<file path="src/rtl/marco_pkg.sv">
// Shared definitions for the alarm comparator: FSM state encodings and the
// default time-field width.
package marco_pkg;

  localparam int unsigned DEF_WIDTH = 6;

  typedef enum logic [1:0] {
    IDLE = 2'd0,
    RING = 2'd1,
    HOLD = 2'd2
  } state_t;

endpackage

</file>
<file path="src/rtl/comp_n_b.sv">
// Gated N-bit equality comparator: c = en AND (a == b).
module comp_n_b
  import marco_pkg::*;
#(
  parameter int unsigned WIDTH = DEF_WIDTH
) (
  input  logic [WIDTH-1:0] a,
  input  logic [WIDTH-1:0] b,
  input  logic             en,
  output logic             c
);

  assign c = en & (a == b);

endmodule

</file>
<file path="src/rtl/alarm_match.sv">
// Alarm-clock matcher: masked per-field compare of the current time against a
// loadable alarm register, with a ring/hold FSM and a sticky missed flag.
module alarm_match
  import marco_pkg::*;
#(
  parameter int unsigned WIDTH    = DEF_WIDTH,
  parameter int unsigned NFIELD   = 3,
  parameter int unsigned RING_CYC = 8
) (
  input  logic                    clk,
  input  logic                    rst_n,
  input  logic                    en,
  input  logic                    load,
  input  logic [NFIELD*WIDTH-1:0] load_data,
  input  logic [NFIELD*WIDTH-1:0] cur,
  input  logic [NFIELD-1:0]       mask,
  input  logic                    ack,
  output logic                    match,
  output logic                    alarm_pulse,
  output logic                    ring,
  output logic                    missed
);

  localparam int unsigned CW = $clog2(RING_CYC) + 1;
  localparam int unsigned TW = NFIELD * WIDTH;

  logic [TW-1:0]     alm;
  logic [NFIELD-1:0] eq_raw;
  logic [NFIELD-1:0] eq;
  state_t            state, state_nxt;
  logic [CW-1:0]     cnt, cnt_nxt;
  logic              missed_nxt;
  logic              timeout;

  for (genvar gi = 0; gi < NFIELD; gi++) begin : g_cmp
    comp_n_b #(.WIDTH(WIDTH)) u_cmp (
      .a  (cur[gi*WIDTH +: WIDTH]),
      .b  (alm[gi*WIDTH +: WIDTH]),
      .en (1'b1),
      .c  (eq_raw[gi])
    );
  end

  assign eq = eq_raw | mask;

  always_ff @(posedge clk or negedge rst_n) begin
    if (!rst_n)    alm <= '0;
    else if (load) alm <= load_data;
  end

  // The compare on a load edge uses the outgoing alarm value, so it is
  // discarded; a new alarm matches with the normal one-cycle latency.
  always_ff @(posedge clk or negedge rst_n) begin
    if (!rst_n)    match <= 1'b0;
    else if (load) match <= 1'b0;
    else           match <= en & (&eq) & ~(&mask);
  end

  assign timeout = (cnt == CW'(RING_CYC - 1));

  always_comb begin
    state_nxt  = state;
    cnt_nxt    = cnt;
    missed_nxt = missed;
    if (load || ack) missed_nxt = 1'b0;
    if (!en) begin
      state_nxt = IDLE;
    end else if (load) begin
      state_nxt = IDLE;
    end else begin
      unique case (state)
        IDLE: begin
          if (match) begin
            state_nxt = RING;
            cnt_nxt   = '0;
          end
        end
        RING: begin
          cnt_nxt = cnt + CW'(1);
          if (ack) begin
            state_nxt = HOLD;
          end else if (timeout) begin
            state_nxt  = HOLD;
            missed_nxt = 1'b1;
          end
        end
        HOLD: begin
          if (!match) state_nxt = IDLE;
        end
        default: state_nxt = IDLE;
      endcase
    end
  end

  always_ff @(posedge clk or negedge rst_n) begin
    if (!rst_n) begin
      state  <= IDLE;
      cnt    <= '0;
      missed <= 1'b0;
    end else begin
      state  <= state_nxt;
      cnt    <= cnt_nxt;
      missed <= missed_nxt;
    end
  end

  assign ring        = (state == RING);
  assign alarm_pulse = (state == RING) && (cnt == '0);

endmodule

</file>
<file path="config.mk">
export PLATFORM = sky130hd
export DESIGN_NAME = alarm_match
export DESIGN_NICKNAME = d
export VERILOG_FILES = /design/src/rtl/marco_pkg.sv /design/src/rtl/comp_n_b.sv /design/src/rtl/alarm_match.sv
export SDC_FILE = /design/constraint.sdc
export NUM_CORES = 1
export LEC_CHECK = 0
export CAP_MARGIN = 30
export CORE_MARGIN = 1.5
export CORE_UTILIZATION = 25
export DETAILED_ROUTE_END_ITERATION = 8
export SKIP_LAST_GASP = 1
export SLEW_MARGIN = 20
export SYNTH_ARGS = -nofsm -noshare
export SYNTH_HDL_FRONTEND = slang
export SYNTH_SLANG_ARGS = --single-unit
</file>
<file path="constraint.sdc">
create_clock -name clk -period 3.39 [get_ports clk]
set_input_delay 0.5085 -clock clk [delete_from_list [all_inputs] [get_ports clk]]
set_output_delay 0.5085 -clock clk [all_outputs]
set_load 0.02 [all_outputs]
</file>
Yosys cells after proc, flatten, opt, wreduce, memory -nomap -nowiden
Cells that the tools add are included.
Widths: inputs -> output; s select.
{"block": "totals", "regBits": 26, "in_bits": 44, "output_inout_bits": 4, "elab_cells": 46}
{"block": "op_classes", "n_addsub": 1, "n_eq_ne": 10, "muxes": 16, "bitwise_logic": 5, "reduce_logical": 9}
{"operator": "$eq 6x6->1", "count": 3}
{"operator": "$mux 2", "count": 6}
{"operator": "$reduce_and 3->1", "count": 3}
{"operator": "$ne 4x4->1 const B", "count": 2}
{"operator": "$pmux 4 s2", "count": 1}
{"operator": "$mux 1", "count": 7}
{"operator": "$pmux 2 s3", "count": 1}
{"operator": "$ne 5x4->1 const B", "count": 1}
{"operator": "$add 4x1->4 const B", "count": 1}
{"operator": "$eq 4x3->1 const B", "count": 1}
{"operator": "$logic_not 4->1", "count": 1}
{"operator": "$mux 4", "count": 1}
{"operator": "$reduce_and 4->1", "count": 1}
{"operator": "$or 3x3->3", "count": 1}
{"operator": "$and 1x1->1", "count": 2}
{"operator": "$eq 2x1->1 const B", "count": 1}
{"operator": "$eq 2x2->1 const B", "count": 1}
{"operator": "$logic_not 2->1", "count": 1}
{"operator": "$ne 2x2->1 const B", "count": 1}
{"operator": "$not 1->1", "count": 2}
{"operator": "$reduce_bool 2->1", "count": 1}
{"operator": "$logic_and 1x1->1", "count": 1}
{"operator": "$logic_or 1x1->1", "count": 1}

Depth between registers and ports, before layout
{"block": "logic_depth", "word_depth": 7, "mapped_depth": 4, "ltp_nobuf": 4}

Modules after synthesis
Synthesis repeated with hierarchy kept, for this count alone.
{"block": "unflattened", "hier_cells": 105, "hier_area_um2": 1328.8}
{"module": "alarm_match", "instances": 1, "cells_each": 81, "area_per_inst_um2": 1114.8, "seq_area_each_um2": 650.6}
{"module": "comp_n_b", "instances": 3, "cells_each": 8, "area_per_inst_um2": 71.3, "seq_area_each_um2": 0.0}

Worst setup path after synthesis
No wires, ideal clock.
{"block": "synth_timing", "kind": "register to output", "start": "reg state[1]", "end": "out alarm_pulse", "t_arrival_ns": 1.314, "required_time_ns": 2.882, "setup_slack_ns": 1.567, "path_stages_with_launch": 3, "n_path_buf": 0, "cell_sequence": "dfrtp_1 -> nand2b_1 -> nor4b_1"}
{"block": "synth_between", "elab_chain_cells": 2}
{"element": "start: declaration", "line": "alarm_match.sv:30", "text": "state_t state, state_nxt;"}
{"element": "start signal: assignment", "line": "alarm_match.sv:101", "text": "state <= state_nxt;"}
{"element": "$eq 2x1->1", "line": "alarm_match.sv:108", "text": "assign alarm_pulse = (state == RING) && (cnt == '0);"}
{"element": "$logic_and 1x1->1", "line": "alarm_match.sv:108"}
{"element": "end: declaration", "line": "alarm_match.sv:19", "text": "output logic alarm_pulse,"}
Every way passes these cells.

Worst setup path in the final report
Ends and elaborated chain as after synthesis.

==> reports/qor.yml <==
worst_setup_path:
  cp_cell_sequence: "nand2b_1 > nor4b_1 > clkdlybuf4s50_1"
  cp_data_arrival_time_ps: 1810
  worst_r2r_endpoint: "match"
  slowest_stage: "clkdlybuf4s50_1"
  slowest_delay_ps: 660
  reg2reg_slack_ps: 2020
  r2r_start: "alm[17]"
  critPathRequiredTime_ps: 2880
  cp-start-kind: "flip-flop"
  r2r_cells: 4
  critPathMaxFanout: 4
  critPathKind: "flip-flop to primary output"
  endpoint_kind: "primary output"
power:
  swShare_pct: 23.1
  power_density_nw_per_um2: 341
  p_switching_w: 0.000148
  power.share.clock_pct: 26.4
  p_leak_nw: 0.759
  p_int_w: 0.000495
  peakVddDrop_v: 0.000130
  seqPwrFrac_pct: 54.3
  pwr-share-comb_pct: 19.3
logic_synthesis:
  ys_ff_latch: 26
  avgSynthCellArea_um2: 12.4
  synth.cell_area_um2: 1290
  synth.net_count: 150
  synth.distinct_cells: 30
  yosys_warnings: 0
  yosysSeqAreaShare_pct: 50.5
  postSynthCellCount: 104
min_path:
  hold_path_end: "alm[15]"
  hp-class: "flip-flop to flip-flop"
  min_from: "alm[15]"
  hold_path_depth: 1
clocking:
  clk_pin_slew_ps: 80
  post_cts_resized: 0
  postCtsSetupBuffers: 0
  cts.hold.buffers_added: 0
  root_buffer: "clkbuf_8"
  cts_buffer_depth: 2
  cts.sinks: 26
  cts_tree: "done"
  clkLatencyLatePin_ps: 260
  cts_htree_levels: 1
  cts_buffers: 3
global_routing:
  antenna_found_initial: 0
  grt_max_degree: 27
  track_usage_pct: 10.8
  gr-total-overflow: 0
  grt_pass1_vias: 1012
  grt_pass1_wl_mm: 4.61
sta:
  hold_violations: 0
  finalCriticalPeriod_ps: 2320
  setup_tns_ps: 0
  fin_crit_sh_pct: 68.4
  finalMaxSlewViolations: 0
  relSlewSlack_pct: 68.4
  rsz0062_at_grt: "no"
  fin_ws_ps: 1070
  worstMarginPinSlew_ps: 472
  setup_viol: 0
  fmax_mhz: 432
  finClkSkew_ps: 2.37
floorplan:
  dieArea_um2: 5590
  io_pins: 48
  core_um2: 4850
  die_height_um: 74.8
  row_count: 25
  initial_core_util_pct: 26.6
  fp.dieW_um: 74.8
drt:
  drc: 0
  postRouteWirelength_mm: 2.79
  routed_via_density: 4.44
  vias: 982
  firstDrtPassIters: 4
  wl_per_cell_um: 12.6
  ant_nets: 0
  drtIter0Drc: 47
cells_and_area:
  drive_gt1_share_pct: 13.0
  syn2layout_area_growth_pct: 46.6
  multi_input_area_um2: 612
  nFillCells: 464
  final-seq-area_um2: 651
  diodes: 0
  fin_nets: 202
outcome:
  status: "complete, no violations"
flow_run:
  drv_cap: 0
place:
  place_ws_ps: 1250
  portBuffers: 47
  gp_congestion: 0.800
  dp_hpwl_mm: 2.29
stage by stage:
step / utilization, % / hold slack (ps) / std cells / power, W / instance area (um2)
2_1_floorplan: - / 213 / 104 / 0.000408 / 1290
3_3_place_gp: 38.1 / 490 / 218 / 0.000478 / 1850
3_5_place_dp: 38.1 / 501 / 218 / 0.000482 / 1850
4_1_cts: 38.9 / 520 / 221 / 0.000656 / 1890
5_1_grt: 38.9 / 544 / 221 / 0.000683 / 1890
6_report: 38.9 / 519 / 221 / 0.000644 / 1890
routing by layer:
metal	routed length [um]	share of wire, %	vias to the layer above	GRT usage (%)
met5	0	0	-	0
met4	14	0.50	0	2.42
met3	157	5.6	2	2.54
met2	1330	48	32	17.1
met1	1290	46	477	15.1
li1	-	-	471	-
critical path: cells and delay by family (launching register included):
family,cells,cell delay (ps)
buf+inv,1,660
flops,1,410
simple gates,2,470
cells in the final DEF (no fill, tap or decap), types with 2 or more instances in the layout:
cell type	instances
o21ai_1	2
ha_1	2
xor2_1	14
mux2_1	6
a31oi_1	2
inv_1	4
a22o_1	2
mux2_2	12
nand2_1	5
clkbuf_8	3
buf_4	2
xnor2_1	4
nor4_1	3
clkdlybuf4s50_1	47
nor3_1	2
nand2b_1	2
a21oi_1	2
dfrtp_1	26
cell families (layout without fill, tap and decap cells):
kind of cell / count (synthesis) / in the layout / share of synthesized area, %
adder cells (fa/ha/maj): 2 / 2 / 1.94
buffers and inverters: 6 / 56 / 1.94
XOR/XNOR: 18 / 18 / 12.2
AO/OA/AOI/OAI: 13 / 13 / 7.09
flip-flops: 26 / 26 / 50.5
AND/OR/NAND/NOR: 20 / 20 / 9.72
multiplexers: 19 / 19 / 16.5
power by group through the flow:
stage | logic, W | clock network [W] | registers, W
after global routing | 0.000137 | 0.000193 | 0.000353
after detailed placement | 0.000126 | 0 | 0.000356
after CTS | 0.000126 | 0.000180 | 0.000350
final | 0.000124 | 0.000170 | 0.000350
after floorplan | 0.0000557 | 0 | 0.000352
after global placement | 0.000123 | 0 | 0.000355
synthesized netlist by cell type, drive strengths merged:
library cell,count,area share (%)
a311o,1,0.78
nor4,4,2.4
nor4b,1,0.68
and3,1,0.49
nor3b,1,0.97
o21ai,3,1.2
buf,2,0.78
a22oi,1,0.58
a31oi,2,0.97
mux2i,1,0.78
a32o,1,0.78
nand3,1,0.39
a22o,2,1.4
or3b,1,0.68
nor3,2,0.78
nand2,5,1.5
nand2b,2,0.97
nor2,1,0.29
a21oi,2,0.78
ha,2,1.9
nand3b,1,0.58
inv,4,1.2
a41oi,1,0.68
dfrtp,26,51
xor2,14,9.5
mux2,18,16
xnor2,4,2.7
worst max path at each step:
stage          startpoint  cells past startpoint          end
2_1_floorplan    state[1]                      2  alarm_pulse
3_3_place_gp         load                      4       cnt[3]
3_5_place_dp         load                      4       cnt[3]
4_1_cts          state[1]                      3  alarm_pulse
5_1_grt          state[0]                      3  alarm_pulse
6_report         state[1]                      3  alarm_pulse
final cells by class:
class | count | area share [%]
Timing Repair Buffer | 49 | 25.7
Inverter | 4 | 0.795
Multi-Input combinational cell | 72 | 32.4
Tap cell | 67 | 4.44
Sequential cell | 26 | 34.5
Clock buffer | 3 | 2.19
flip-flops by register name (all words and copies together) (netlist names):
signal,count
state,2
cnt,4
match,1
missed,1
alm,18
Note: power is estimated with default switching activity, not from simulation.
